### config.mk
export PLATFORM = sky130hd
export DESIGN_NAME = apb_req_arbiter
export DESIGN_NICKNAME = d
export VERILOG_FILES = /design/src/rtl/apb_arb_pkg.sv /design/src/rtl/apb_req_arbiter_rr_arbiter.sv /design/src/rtl/apb_req_arbiter.sv
export SDC_FILE = /design/constraint.sdc
export NUM_CORES = 1
export LEC_CHECK = 0
export ABC_CLOCK_PERIOD_IN_PS = 4600
export BUFFER_PORTS_ARGS = -buffer_cell sky130_fd_sc_hd__buf_2
export CORE_MARGIN = 2
export CORE_UTILIZATION = 48
export DETAILED_ROUTE_END_ITERATION = 10
export HOLD_SLACK_MARGIN = 0.02
export PLACE_DENSITY = 0.84
export SKIP_LAST_GASP = 1
export SYNTH_ARGS = -nofsm -noshare
export SYNTH_HDL_FRONTEND = slang
export SYNTH_HIERARCHICAL = 1
export SYNTH_SLANG_ARGS = --single-unit
### constraint.sdc
create_clock -name clk -period 4.6 [get_ports clk]
set_input_delay 1.38 -clock clk [delete_from_list [all_inputs] [get_ports clk]]
set_output_delay 1.38 -clock clk [all_outputs]
set_load 0.05 [all_outputs]
### src/rtl/apb_arb_pkg.sv
// Shared types and defaults for the APB requester arbiter.
package apb_arb_pkg;

    typedef enum logic [1:0] {
        IDLE   = 2'd0,
        LAUNCH = 2'd1,
        WAIT   = 2'd2,
        RESP   = 2'd3
    } state_e;

    localparam int DEF_NUM_REQ  = 4;
    localparam int DEF_ADDR_W   = 9;
    localparam int DEF_DATA_W   = 8;
    localparam int DEF_XFER_LAT = 3;

    localparam logic RW_READ  = 1'b1;
    localparam logic RW_WRITE = 1'b0;

endpackage

### src/rtl/apb_req_arbiter_rr_arbiter.sv
// Combinational round-robin pick: first asserted request after ptr, wrapping.
module rr_arbiter #(
    parameter int NUM_REQ = 4,
    parameter int IDX_W   = $clog2(NUM_REQ)
) (
    input  logic [NUM_REQ-1:0] req,
    input  logic [IDX_W-1:0]   ptr,
    output logic [NUM_REQ-1:0] grant,
    output logic [IDX_W-1:0]   grant_idx,
    output logic               any
);

    int unsigned      cand;
    logic [IDX_W-1:0] cand_idx;

    always_comb begin
        grant     = '0;
        grant_idx = '0;
        any       = 1'b0;
        cand      = 0;
        cand_idx  = '0;
        // Offsets start at 1 so the last winner has the lowest priority.
        for (int i = 1; i <= NUM_REQ; i++) begin
            cand     = (int'(ptr) + i) % NUM_REQ;
            cand_idx = IDX_W'(cand);
            if (!any && req[cand_idx]) begin
                any             = 1'b1;
                grant[cand_idx] = 1'b1;
                grant_idx       = cand_idx;
            end
        end
    end

endmodule

### src/rtl/apb_req_arbiter.sv
// Round-robin sharing of one APB bridge command port; one fixed-latency transaction at a time.
module apb_req_arbiter
    import apb_arb_pkg::*;
#(
    parameter int NUM_REQ  = DEF_NUM_REQ,
    parameter int ADDR_W   = DEF_ADDR_W,
    parameter int DATA_W   = DEF_DATA_W,
    parameter int XFER_LAT = DEF_XFER_LAT
) (
    input  logic                      clk,
    input  logic                      PRESET,
    input  logic [NUM_REQ-1:0]        req_valid,
    input  logic [NUM_REQ-1:0]        req_write,
    input  logic [NUM_REQ*ADDR_W-1:0] req_addr,
    input  logic [NUM_REQ*DATA_W-1:0] req_wdata,
    output logic [NUM_REQ-1:0]        req_ready,
    output logic [NUM_REQ-1:0]        rsp_valid,
    output logic [DATA_W-1:0]         rsp_rdata,
    output logic                      rsp_err,
    output logic                      PRESETn,
    output logic                      TRANSFER,
    output logic                      READ_WRITE,
    output logic [ADDR_W-1:0]         PWADDR,
    output logic [ADDR_W-1:0]         PRADDR,
    output logic [DATA_W-1:0]         PWDATA,
    input  logic [DATA_W-1:0]         DATA_OUT,
    input  logic                      PSLVERR
);

    localparam int IDX_W = $clog2(NUM_REQ);
    localparam int CNT_W = $clog2(XFER_LAT + 1);

    state_e             state;
    logic [IDX_W-1:0]   rr_ptr;
    logic [CNT_W-1:0]   cnt;
    logic [NUM_REQ-1:0] grant;
    logic [IDX_W-1:0]   grant_idx;
    logic               any;
    logic [ADDR_W-1:0]  sel_addr;
    logic [DATA_W-1:0]  sel_wdata;

    rr_arbiter #(
        .NUM_REQ (NUM_REQ),
        .IDX_W   (IDX_W)
    ) u_rr (
        .req       (req_valid),
        .ptr       (rr_ptr),
        .grant     (grant),
        .grant_idx (grant_idx),
        .any       (any)
    );

    assign sel_addr  = req_addr[grant_idx*ADDR_W +: ADDR_W];
    assign sel_wdata = req_wdata[grant_idx*DATA_W +: DATA_W];

    // Accept is combinational so the requester sees it in the same IDLE cycle it wins.
    assign req_ready = (state == IDLE && !PRESET) ? grant : '0;

    always_ff @(posedge clk) begin
        PRESETn <= ~PRESET;
        if (PRESET) begin
            state      <= IDLE;
            rr_ptr     <= IDX_W'(NUM_REQ - 1);
            cnt        <= '0;
            TRANSFER   <= 1'b0;
            READ_WRITE <= 1'b0;
            PWADDR     <= '0;
            PRADDR     <= '0;
            PWDATA     <= '0;
            rsp_valid  <= '0;
            rsp_rdata  <= '0;
            rsp_err    <= 1'b0;
        end else begin
            TRANSFER  <= 1'b0;
            rsp_valid <= '0;
            case (state)
                IDLE: begin
                    // The bus field registers double as the command registers.
                    if (any) begin
                        rr_ptr     <= grant_idx;
                        TRANSFER   <= 1'b1;
                        READ_WRITE <= req_write[grant_idx] ? RW_WRITE : RW_READ;
                        PWADDR     <= req_write[grant_idx] ? sel_addr : '0;
                        PRADDR     <= req_write[grant_idx] ? '0 : sel_addr;
                        PWDATA     <= req_write[grant_idx] ? sel_wdata : '0;
                        state      <= LAUNCH;
                    end
                end
                LAUNCH: begin
                    cnt   <= CNT_W'(XFER_LAT - 1);
                    state <= WAIT;
                end
                WAIT: begin
                    if (cnt == '0) begin
                        rsp_rdata         <= (READ_WRITE == RW_READ) ? DATA_OUT : '0;
                        rsp_err           <= PSLVERR;
                        rsp_valid[rr_ptr] <= 1'b1;
                        READ_WRITE        <= 1'b0;
                        PWADDR            <= '0;
                        PRADDR            <= '0;
                        PWDATA            <= '0;
                        state             <= RESP;
                    end else begin
                        cnt <= cnt - 1'b1;
                    end
                end
                RESP:    state <= IDLE;
                default: state <= IDLE;
            endcase
        end
    end

endmodule

==> results.md, run 1 <==
Yosys:
- The commonest cells after synthesis are sky130_fd_sc_hd__dfxtp_1 (48), sky130_fd_sc_hd__inv_1 (46), sky130_fd_sc_hd__mux2i_1 (22).
- After synthesis the netlist holds a flip-flop and latch count of 48.
- For this run, asynchronously set or reset flops after synthesis account for 0.
- Of all cell types, the one taking the most synthesized area is sky130_fd_sc_hd__dfxtp_1.
- The most used standard cell by instance count after synthesis is sky130_fd_sc_hd__dfxtp_1.
- In this run the mean area of a mapped cell was 9.24 um^2.
- The post-synthesis cell area is about 3100 um^2.
- The count of unique library cells instantiated by Yosys is 48.
- In the synthesized netlist the dominant register cell turns out to be sky130_fd_sc_hd__dfxtp_1.
- The share of synthesized area in the top cell type comes to 0.307.
- The synthesis warning total is 6.
- By area the synthesized netlist is led by sky130_fd_sc_hd__dfxtp_1 (31%), sky130_fd_sc_hd__mux2i_1 (7.0%), sky130_fd_sc_hd__mux4_2 (6.5%), sky130_fd_sc_hd__ha_1 (6.0%), sky130_fd_sc_hd__inv_1 (5.5%).
- The number of synthesized flops with an enable pin is 0.
- The cell count after synthesis came out at approximately 340.
- The number of nets handed over by synthesis was about 440.
- The post-synthesis sequential area ratio is 0.307.

Clock network:
- The cell at the root of the clock tree is sky130_fd_sc_hd__clkbuf_8.
- The number of buffers created by CTS is 5.
- Buffers inserted to repair hold after CTS numbered 0.
- After clock tree synthesis, the clock-pin slew on the worst setup and hold paths is 0.08 ns.
- The clock sink count is 48.
- The maximum clock path buffer count is 2.
- In this run the number of H-tree levels came out at 2.
- For the worst-skew pair, the clock arrives at the later sink with an insertion delay of just under 0.3 ns.
- The TritonCTS clock tree is yes.

Pwr:
- In this run the static leakage power is 0.00179 uW.
- The total power divided by cell area is 761 nW/um^2.
- The peak supply drop is approximately 0.49 mV.

STA:
- Setup violations remaining at the end of the flow were counted as 0.
- Of the available clock period, the critical path in the final layout requires 0.990.
- After layout, the minimum clock period comes to about 4.6 ns.
- The headroom to the max-slew limit is 0.236.
- The max-slew violation count is 0.
- The worst path meets setup with roughly 0.044 ns of slack.
- The final clock skew is roughly 0.0076 ns.
- The achievable clock frequency is 220 MHz.
- The final hold violation count came to 0.
- Summed over all failing endpoints, the final setup total negative slack is 0 ns.
- The slew at the pin closest to its max-slew limit is 1.15 ns.
- The final-layout worst hold slack is 0.455 ns.
- Setup repair after global routing could not meet its margin everywhere.

Detailed routing:
- Using the TritonRoute via totals, the vias-per-cell ratio works out to roughly 5.9.
- In the final routed layout, each cell accounts on average for 16.6 um.
- In this run the remaining antenna-violating nets after routing total 0.
- The first detailed-routing pass took 5 iterations.
- The count of unresolved DRC violations after routing is 0.
- After the first detailed-routing iteration, the DRC count stood at between 150 and 200.
- Wires add up to 8970 um.
- The total via count after detailed routing is 3175.

Critical path:
- The largest fanout on the critical path is 11.
- The worst setup path is of the input port to output port kind.
- The worst setup path is captured at an output port.
- The arrival time reported for the critical path endpoint is roughly 3.2 ns.
- The worst register-to-register path has a depth of 8.
- In this run the critical register-to-register path is captured at READ_WRITE.
- STA classifies the critical path startpoint as an input port.
- Across all register-to-register paths, the minimum setup slack is approximately 1.2 ns.
- The startpoint identified for the worst register-to-register timing path is rr_ptr[1].
- For the worst setup path, the data required time is about 3.2 ns.

Final layout:
- Once layout is complete, the utilization of the core stands at 0.628.
- The number of nets in the finished design is between 500 and 600.
- Compared with the post-synthesis result, the final layout area differs by 26.6%.
- The ratio of cells with drive above 1 in the final layout is 0.375.
- The finished cells cover 3970 um^2.
- 0 antenna diodes ended up in the layout.

Global route:
- The total global routing track utilization is 0.235.
- The total overflow reported by the global router is 0.
- The number of antenna violations at the first check in global routing came to 0.
- The pin count of the biggest net entering global routing is 28.
- The global-route wire length before repair is 14100 um.
- The via count of the first global-routing pass was 2972.

Placement:
- Once placement finished, the instance area stood at between 3000 and 4000 um^2.
- The setup slack at placement is -0.00898 ns.
- The global placement routability congestion is slightly below 1.
- The post-detailed-placement half-perimeter wirelength is approximately 6500 um.
- The count of input and output buffers is roughly 130.

Hold path:
- For hold timing, the worst endpoint is PWDATA[0].
- The startpoint identified for the worst hold timing path is PWDATA[0].
- The worst hold path passes through 2 cells.
- The worst min-delay path class is flip-flop to flip-flop.

Run status:
- The run finished with clean final reports.

Floorplanning:
- The effective utilization at floorplan is 0.496.
- The area of the die is 7190 um^2.
- The die span in y is 84.8 um.
- The floorplan has 29 rows.
- The floorplan core area is ~6300 um^2.
- During I/O placement, the number of pins put on the boundary was approximately 130.
- From left edge to right edge, the die measures approximately 85 um.

Flow run:
- The max-cap check violation count is 0.
-- critical path: stages --
cell and delay [ns]:
sky130_fd_sc_hd__buf_2 0.12, sky130_fd_sc_hd__buf_4 0.17, sky130_fd_sc_hd__mux2i_1 0.50, sky130_fd_sc_hd__or3_1 0.20
sky130_fd_sc_hd__a21oi_1 0.07, sky130_fd_sc_hd__a2111o_1 0.38, sky130_fd_sc_hd__and2_1 0.14, sky130_fd_sc_hd__buf_2 0.21
-- state kept, by name, summed over array words and instances (netlist names) --
name / count
rsp_err: 1
rr_ptr: 2
READ_WRITE: 1
state: 2
PRADDR: 9
cnt: 2
TRANSFER: 1
PRESETn: 1
rsp_valid: 4
PWADDR: 9
rsp_rdata: 8
PWDATA: 8
-- per-layer routing --
layer | up-vias | global-route usage | share of wire
met4 | 0 | 0.0779 | 0.020
li1 | 1506 | - | -
met2 | 144 | 0.401 | 0.49
met3 | 25 | 0.0492 | 0.069
met5 | - | 0 | 0
met1 | 1500 | 0.297 | 0.42
-- placed cells by master (no fill, tap or decap), types with 8 or more instances in the layout --
cell type / Yosys / routed
sky130_fd_sc_hd__ha_1: 15 / 15
sky130_fd_sc_hd__inv_1: 46 / 46
sky130_fd_sc_hd__a21oi_1: 16 / 16
sky130_fd_sc_hd__buf_2: 9 / 130
sky130_fd_sc_hd__nand2_1: 21 / 21
sky130_fd_sc_hd__buf_4: 1 / 12
sky130_fd_sc_hd__dfxtp_1: 48 / 48
sky130_fd_sc_hd__mux2i_1: 22 / 22
sky130_fd_sc_hd__mux4_2: 9 / 9
sky130_fd_sc_hd__o22a_1: 8 / 8
sky130_fd_sc_hd__o32ai_1: 19 / 19
sky130_fd_sc_hd__nand4_1: 14 / 14
-- worst max path at each step --
stage                             from      endpoint  slack [ns]
after global routing      req_valid[2]  req_ready[2]       -0.01
after floorplan           req_valid[1]  req_ready[1]        0.16
final                     req_valid[0]  req_ready[0]        0.04
after detailed placement  req_valid[3]  req_ready[0]      -0.009
after CTS                 req_valid[3]  req_ready[0]        0.02
after global placement    req_valid[3]  req_ready[1]         0.1
-- area by class of cell --
class,instances,area [um^2]
clock inverter,1,7.51
inverter,46,173
sequential,48,961
tap,77,96.3
timing repair buffer,144,756
clock buffer,7,86.3
multi-input combinational,218,1890
fill,536,2350
-- per-stage QoR --
step	instances	total power, uW
floorplan	339	2290
global placement	529	2640
detailed placement	529	2710
CTS	539	2990
global route	541	3210
finish	541	3020
-- kinds of logic after synthesis --
| group | after synthesis | synth area share |
|---|---|---|
| AOI/OAI and AO/OA | 81 | 0.212 |
| adders and majority gates | 15 | 0.0599 |
| buffers and inverters | 74 | 0.108 |
| DFF | 48 | 0.307 |
| muxes | 37 | 0.166 |
| and+or+nand+nor | 84 | 0.148 |
-- where the power goes --
part           total [uW]  switching (uW)  internal [uW]  leakage [uW]
sequential            633            75.3            557      0.000392
combinational        2130            1400            730       0.00135
clock                 259             137            122     0.0000445
total                3020            1610           1410       0.00179
-- what timing repair did --
item                       CTS  global route
resized for setup            0             2
setup buffers                2             1
pin swaps                    0             0
gates cloned                 0             1
setup endpoints to repair    1             4
No activity file was read; power rests on OpenSTA's default activity.
==> run 2: changes to the inputs <==
- CORE_MARGIN: 2 -> unset
==> results.md, run 2 (synthesis gave the netlist of run 1 again) <==
Placement:
- Routability-driven placement finished with a final weighted congestion of 1.02.
- The setup slack at placement is 0.0515 ns.
- The placed instance count is 530.
- The post-detailed-placement half-perimeter wirelength is between 6000 and 7000 um.
- The count of input and output buffers is 132.

Global route:
- The via count of the first global-routing pass was ~2800.
- The number of antenna violations at the first check in global routing is 0.
- The global-route wire length before repair is approximately 13000 um.
- The total overflow left after global routing is 0.
- The pin count of the biggest net entering global routing is 28.
- For this run, the total global-route usage over all layers was measured as 0.237.

Critical path:
- The largest delay contributor family on the critical path is simple AND/OR/NAND/NOR gates.
- For the worst flop-to-flop path, the logic depth is 8.
- In this run the worst path has a maximum fanout of 11.
- The worst setup path is captured at an output port.
- The worst register-to-register path ends at READ_WRITE.
- Among the stages of the critical path, the cell type that occurs most often is sky130_fd_sc_hd__buf_2.
- For this run, the slowest stage of the critical path takes 0.52 ns.
- The element type at the critical path start is an input port.
- The startpoint of the lowest-slack register-to-register path is rr_ptr[1].
- The cell with the largest stage delay on the worst path is sky130_fd_sc_hd__mux4_2.
- The required time of the worst setup path is around 3.2 ns.
- The signal on the critical path passes through buf_2 -> buf_4 -> mux4_2 -> nand2_1 -> o311ai_0 -> or3_1 -> and2_1 -> buf_2.
- The critical path is of the input port to output port type.
- For the worst setup path, the data arrival time is roughly 3.1 ns.
- The critical path contains buffers and inverters numbering 3 combined.
- Across all register-to-register paths, the minimum setup slack is 1.24 ns.

Hold path:
- The worst min-delay path class is flip-flop to flip-flop.
- The end of the worst hold path is rsp_rdata[6].
- The worst hold path cell count is 2.
- The worst hold path begins at rsp_rdata[6].

Detailed routing:
- The routed wire length per instance is about 16 um.
- In the routed layout, each cell is associated on average with a via count of 5.75.
- The count of nets left with antenna violations after detail routing is 0.
- The total via count after detailed routing is 3097.
- The first TritonRoute pass finished after 4 iterations.
- The count of unresolved DRC violations after routing is 0.
- The DRC marker count from the first detailed-route iteration is about 180.
- The wire length reported by the detailed router is about 8400 um.

Floorplanning:
- The I/O pin count is around 130.
- For this configuration, the core starts out at a cell density of 0.496.
- The die span in y is a little over 80 um.
- The core region is around 6300 um^2.
- The total number of placement rows is 29.
- The die width is slightly above 80 um.
- The area of the die is slightly below 7000 um^2.

STA:
- In the finished design, the share of the clock period the worst path needs comes to 0.981.
- The time the worst path needs with I/O delays and setup is about 4.5 ns.
- The final clock skew is ~0.009 ns.
- The final-layout worst hold slack is about 0.46 ns.
- Measured against its own limit, the worst slew margin works out to 0.301.
- Based on the critical path, the design can be clocked at up to roughly 220 MHz.
- Setup slack on the critical path of the routed design comes to approximately 0.087 ns.
- After routing, the total negative slack on setup checks comes to 0 ns.
- Setup violations remaining at the end of the flow were counted as 0.
- The max-slew violation count came to 0.
- For the pin with the worst max-slew slack, the measured transition is approximately 1.0 ns.
- The final hold violation count was 0.

Clock network:
- TritonCTS built the clock tree.
- The clock passes through at most 2 buffers.
- The number of hold buffers added after CTS was 0.
- The number of buffers created by CTS is 5.
- CTS built an H-tree with a depth of 2.
- CTS placed an instance of sky130_fd_sc_hd__clkbuf_8 at the clock tree root.
- The clock reaches the later pin of the worst-skew pair after 0.29 ns.
- The clock sink count is 48.
- After clock tree synthesis, the clock-pin slew on the worst setup and hold paths is around 0.08 ns.

Final layout:
- The antenna diode count is 0.
- The net count of the finished layout is 564.
- The count of non-filler cells in the finished layout is 539.
- The sequential cells in the finished layout cover a total of around 960 um^2.
- The layout has approximately 550 filler cells.
- Summing all multi-input logic gate instances after layout gives 1890 um^2.
- The area growth from synthesis to layout is 25.7%.
- In the final layout, the registers with the most flip-flops are PRADDR x9, PWADDR x9.
- In the layout the commonest cells are sky130_fd_sc_hd__buf_2 (132), sky130_fd_sc_hd__dfxtp_1 (48), sky130_fd_sc_hd__inv_1 (46), sky130_fd_sc_hd__mux2i_1 (22), sky130_fd_sc_hd__nand2_1 (21).
- In the final layout, the share of cells above drive strength 1 is 0.372.
- The most common cell after layout, fill and taps aside is sky130_fd_sc_hd__buf_2.

Pwr:
- Summing internal, switching and leakage power gives just under 3000 uW.
- The static leakage is 0.00178 uW.
- IR analysis of the VDD net gives a maximum drop of ~0.5 mV.
- The total power divided by cell area is approximately 750 nW/um^2.

Run status:
- The flow ran to the end, and the final reports show no timing, DRC or antenna violations.

Flow run:
- The tool flagged a number of max-cap violations equal to 0.
run 2: changes by cell type in the layout (fill, tap and decap cells not counted), sizes merged:
cell | previous run | this run
clkbuf | 9 | 6
clkinvlp | 1 | 0
clkinv | 0 | 1
buf | 142 | 143
run 2: what timing repair did:
| action | CTS | global route |
|---|---|---|
| gates resized for setup | 0 | 0 |
| setup endpoints to repair | 0 | 4 |
| endpoints found under the hold margin | 0 | 0 |
| buffers inserted | 0 | 1 |
run 2: final cells by class:
cell class / instances / share of cell area
clock buffers: 6 / 0.0184
clock inverters: 1 / 0.00127
inverters: 46 / 0.0438
multi-input cells: 218 / 0.479
flip-flops and latches: 48 / 0.244
well taps: 77 / 0.0245
repair buffers: 143 / 0.189
run 2: tightest hold or removal path: cells and delay by family, from the launching register on:
| kind | cells | cell delay, ns |
|---|---|---|
| compound gates | 1 | 0.05 |
| flops | 1 | 0.32 |
| simple gates | 1 | 0.05 |
run 2: through the flow:
| step | instance area, um^2 | utilization |
|---|---|---|
| floorplan | 3130 | - |
| global route | 3940 | 0.624 |
| finish | 3940 | 0.624 |
| CTS | 3910 | 0.619 |
| detailed placement | 3830 | 0.606 |
| global placement | 3830 | 0.606 |
run 2: report_power, final:
group,switching (uW),internal [uW]
Combinational,1370,719
Sequential,71.7,557
Clock,134,104
Total,1570,1380
run 2: how the worst max path moves through the flow:
stage,start,endpoint,slack [ns],depth (start not counted)
6_report,req_valid[0],req_ready[2],0.09,8
5_1_grt,req_valid[3],req_ready[1],-0.007,7
4_1_cts,req_valid[3],req_ready[0],0.05,7
3_5_place_dp,req_valid[3],req_ready[0],0.05,7
3_3_place_gp,req_valid[3],req_ready[3],0.10,7
2_1_floorplan,req_valid[1],req_ready[1],0.16,6
run 2: per-layer routing:
layer	global-route usage	wire, um	vias to the layer above
met5	0	0	-
met2	0.402	4040	138
li1	-	-	1507
met3	0.0568	605	23
met1	0.287	3510	1429
met4	0.100	226	0
==> run 3: changes to the inputs <==
- CELL_PAD_IN_SITES_DETAIL_PLACEMENT: unset -> 0
- CELL_PAD_IN_SITES_GLOBAL_PLACEMENT: unset -> 1
- CORE_UTILIZATION: 48 -> 35
- PLACE_DENSITY: 0.84 -> 0.85
==> results.md, run 3 (synthesis gave the netlist of run 1 again) <==
Floorplanning:
- For this configuration, the core starts out at a cell density of 0.361.
- The floorplan core area is 8680 um^2.
- The total number of placement rows is 34.
- The die span in y is around 97 um.
- During I/O placement, the number of pins put on the boundary was between 100 and 150.
- In this run the horizontal extent of the chip is between 90 and 100 um.
- The area of the die is 9330 um^2.

Placement:
- The placed instances occupy a cell area of a little under 4000 um^2.
- The setup slack at placement is around 0.023 ns.
- In this run the tool buffered the top-level ports with ~130 buffer cells.
- The global placement routability congestion is between 0.8 and 0.9.
- The wire-length estimate of the detail-placed layout is between 6000 and 7000 um.

Detailed routing:
- The routed design has 8390 um of wire.
- The iteration count of the initial detailed-routing pass is 4.
- For this run, design rule violations remaining after detail routing come to 0.
- The DRC marker count from the first detailed-route iteration is 195.
- After detailed routing, the number of vias per cell comes to approximately 5.3.
- The routed wire length per instance is roughly 15 um.
- The count of nets left with antenna violations after detail routing is 0.
- The total via count after detailed routing is 3077.

Global route:
- The total global routing track utilization is 0.173.
- The global-route wire length before repair is 13500 um.
- The number of antenna violations at the first check in global routing is 0.
- Summed over all layers, the global routing overflow is 0.
- The via count of the first global-routing pass is ~2900.
- Entering global routing, the biggest net connects 27 pins.

Final layout:
- The final non-filler cell area is around 4000 um^2.
- The number of antenna diodes in the final layout is 0.
- The most common cell after layout, fill and taps aside is sky130_fd_sc_hd__buf_2.
- In the final layout, the share of cells above drive strength 1 is 0.378.
- The utilization after layout is 0.464.
- In the layout the commonest cells are sky130_fd_sc_hd__buf_2 (132), sky130_fd_sc_hd__dfxtp_1 (48), sky130_fd_sc_hd__inv_1 (46), sky130_fd_sc_hd__mux2i_1 (22), sky130_fd_sc_hd__nand2_1 (21).
- The largest registers in the layout are PRADDR x9, PWADDR x9.
- The synthesis-to-layout area growth is 28.6%.
- In the final design database the tool counted 569 nets.

Critical path:
- The worst setup path is launched from an input port.
- The signal on the critical path passes through buf_2 -> mux4_2 -> or3_1 -> a21oi_1 -> a2111o_1 -> and2_1 -> buf_2.
- The kind of capture point of the worst setup path is an output port.
- For the worst setup path, the data required time is 3.22 ns.
- Of all nets on the critical path, the largest fanout is 13.
- The largest delay contributor family on the critical path is multiplexers.
- Data arrives at the worst endpoint at around 3.2 ns.
- The critical path start-end classification is input port to output port.
- In this design, the stage delay of the slowest critical-path cell is 0.55 ns.
- The worst path buffer plus inverter count is 2.
- In this design, the critical path's most frequently occurring cell is sky130_fd_sc_hd__buf_2.
- The cell with the largest stage delay on the worst path is sky130_fd_sc_hd__mux4_2.

Clock network:
- The clock latency on the worst-skew pair is about 0.28 ns.
- The number of H-tree levels is 2.
- The number of instances resized during post-cts repair is 0.
- The TritonCTS clock tree is yes.
- The number of setup buffers added after CTS is 0.
- The clock transition at the register clock pins on the worst setup and hold paths after CTS is 0.08 ns.
- In this run the clock root is driven by a sky130_fd_sc_hd__clkbuf_8.
- The number of buffers created by CTS is 5.
- Counting along the longest clock path gives a buffer depth of 2.
- The clock sink count is 48.
- The cts-stage hold buffer count is 0.

Pwr:
- The total power divided by cell area is about 750 nW/um^2.
- The overall power after layout is 3000 uW.
- Summed over all cells, the static leakage comes to 0.00181 uW.
- The peak supply drop is approximately 0.27 mV.

Run status:
- The run finished with clean final reports.

STA:
- The final hold violation count is 0.
- Clock skew on the completed layout was measured at 0.00372 ns.
- The achievable clock frequency is about 220 MHz.
- Setup violations remaining at the end of the flow were counted as 0.
- The slew at the pin closest to its max-slew limit is slightly above 1 ns.
- After layout, the worst setup slack is just under 0.05 ns.
- The post-route setup TNS is 0 ns.
- The max-slew violation count is 0.
- In the finished design, the share of the clock period the worst path needs comes to 0.989.
- The worst path in the final design needs a cycle of approximately 4.6 ns, including I/O delays and setup.
- Headroom to the max-slew limit came out at 0.309.

Flow run:
- The tool flagged a number of max-cap violations equal to 0.

Hold path:
- The worst min-delay path class is flip-flop to flip-flop.
run 3: cell types whose count changed in the layout (fill, tap and decap cells not counted), sizes merged:
cell    previous run  this run
buf              143       148
clkbuf             6         8
clkinv             1         0
run 3: path summary, 6_finish.rpt:
check	cells past startpoint	end	slack, ns	from
max	7	req_ready[0]	0.05	req_valid[2]
min	2	PRADDR[6]	0.46	PRADDR[6]
max reg2reg	9	READ_WRITE	1.28	rr_ptr[0]
min reg2reg	2	PRADDR[6]	0.46	PRADDR[6]
run 3: area by class of cell:
cell class                 instances  area, um^2
inverter                          46         173
sequential                        48         961
tap                              108         135
timing repair buffer             148         781
fill                             853        4650
multi-input combinational        218        1890
clock buffer                       8        90.1
run 3: metal layers:
layer | vias up | GRT usage | wire [um]
li1 | 1511 | - | -
met1 | 1438 | 0.226 | 3830
met2 | 122 | 0.291 | 3910
met3 | 6 | 0.0412 | 577
met4 | 0 | 0.0356 | 69
met5 | - | 0 | 0
run 3: worst register-to-register path, stage by stage, from the launching register on:
cell and delay (ns):
sky130_fd_sc_hd__dfxtp_1 0.34, sky130_fd_sc_hd__inv_1 0.09, sky130_fd_sc_hd__ha_1 0.45, sky130_fd_sc_hd__a21oi_1 0.18, sky130_fd_sc_hd__a211oi_1 0.08, sky130_fd_sc_hd__a311o_1 0.35, sky130_fd_sc_hd__a221oi_2 0.44, sky130_fd_sc_hd__mux4_2 0.73
sky130_fd_sc_hd__or4_1 0.51, sky130_fd_sc_hd__o21ai_1 0.08
run 3: per-stage QoR:
stage / hold WS [ns] / std cells
floorplan: 0.487 / 339
global placement: 0.436 / 563
detailed placement: 0.441 / 563
CTS: 0.457 / 571
global route: 0.471 / 576
finish: 0.455 / 576
run 3: power breakdown:
group          internal, uW  switching, uW
Clock                   123            129
Sequential              557           72.6
Combinational           747           1370
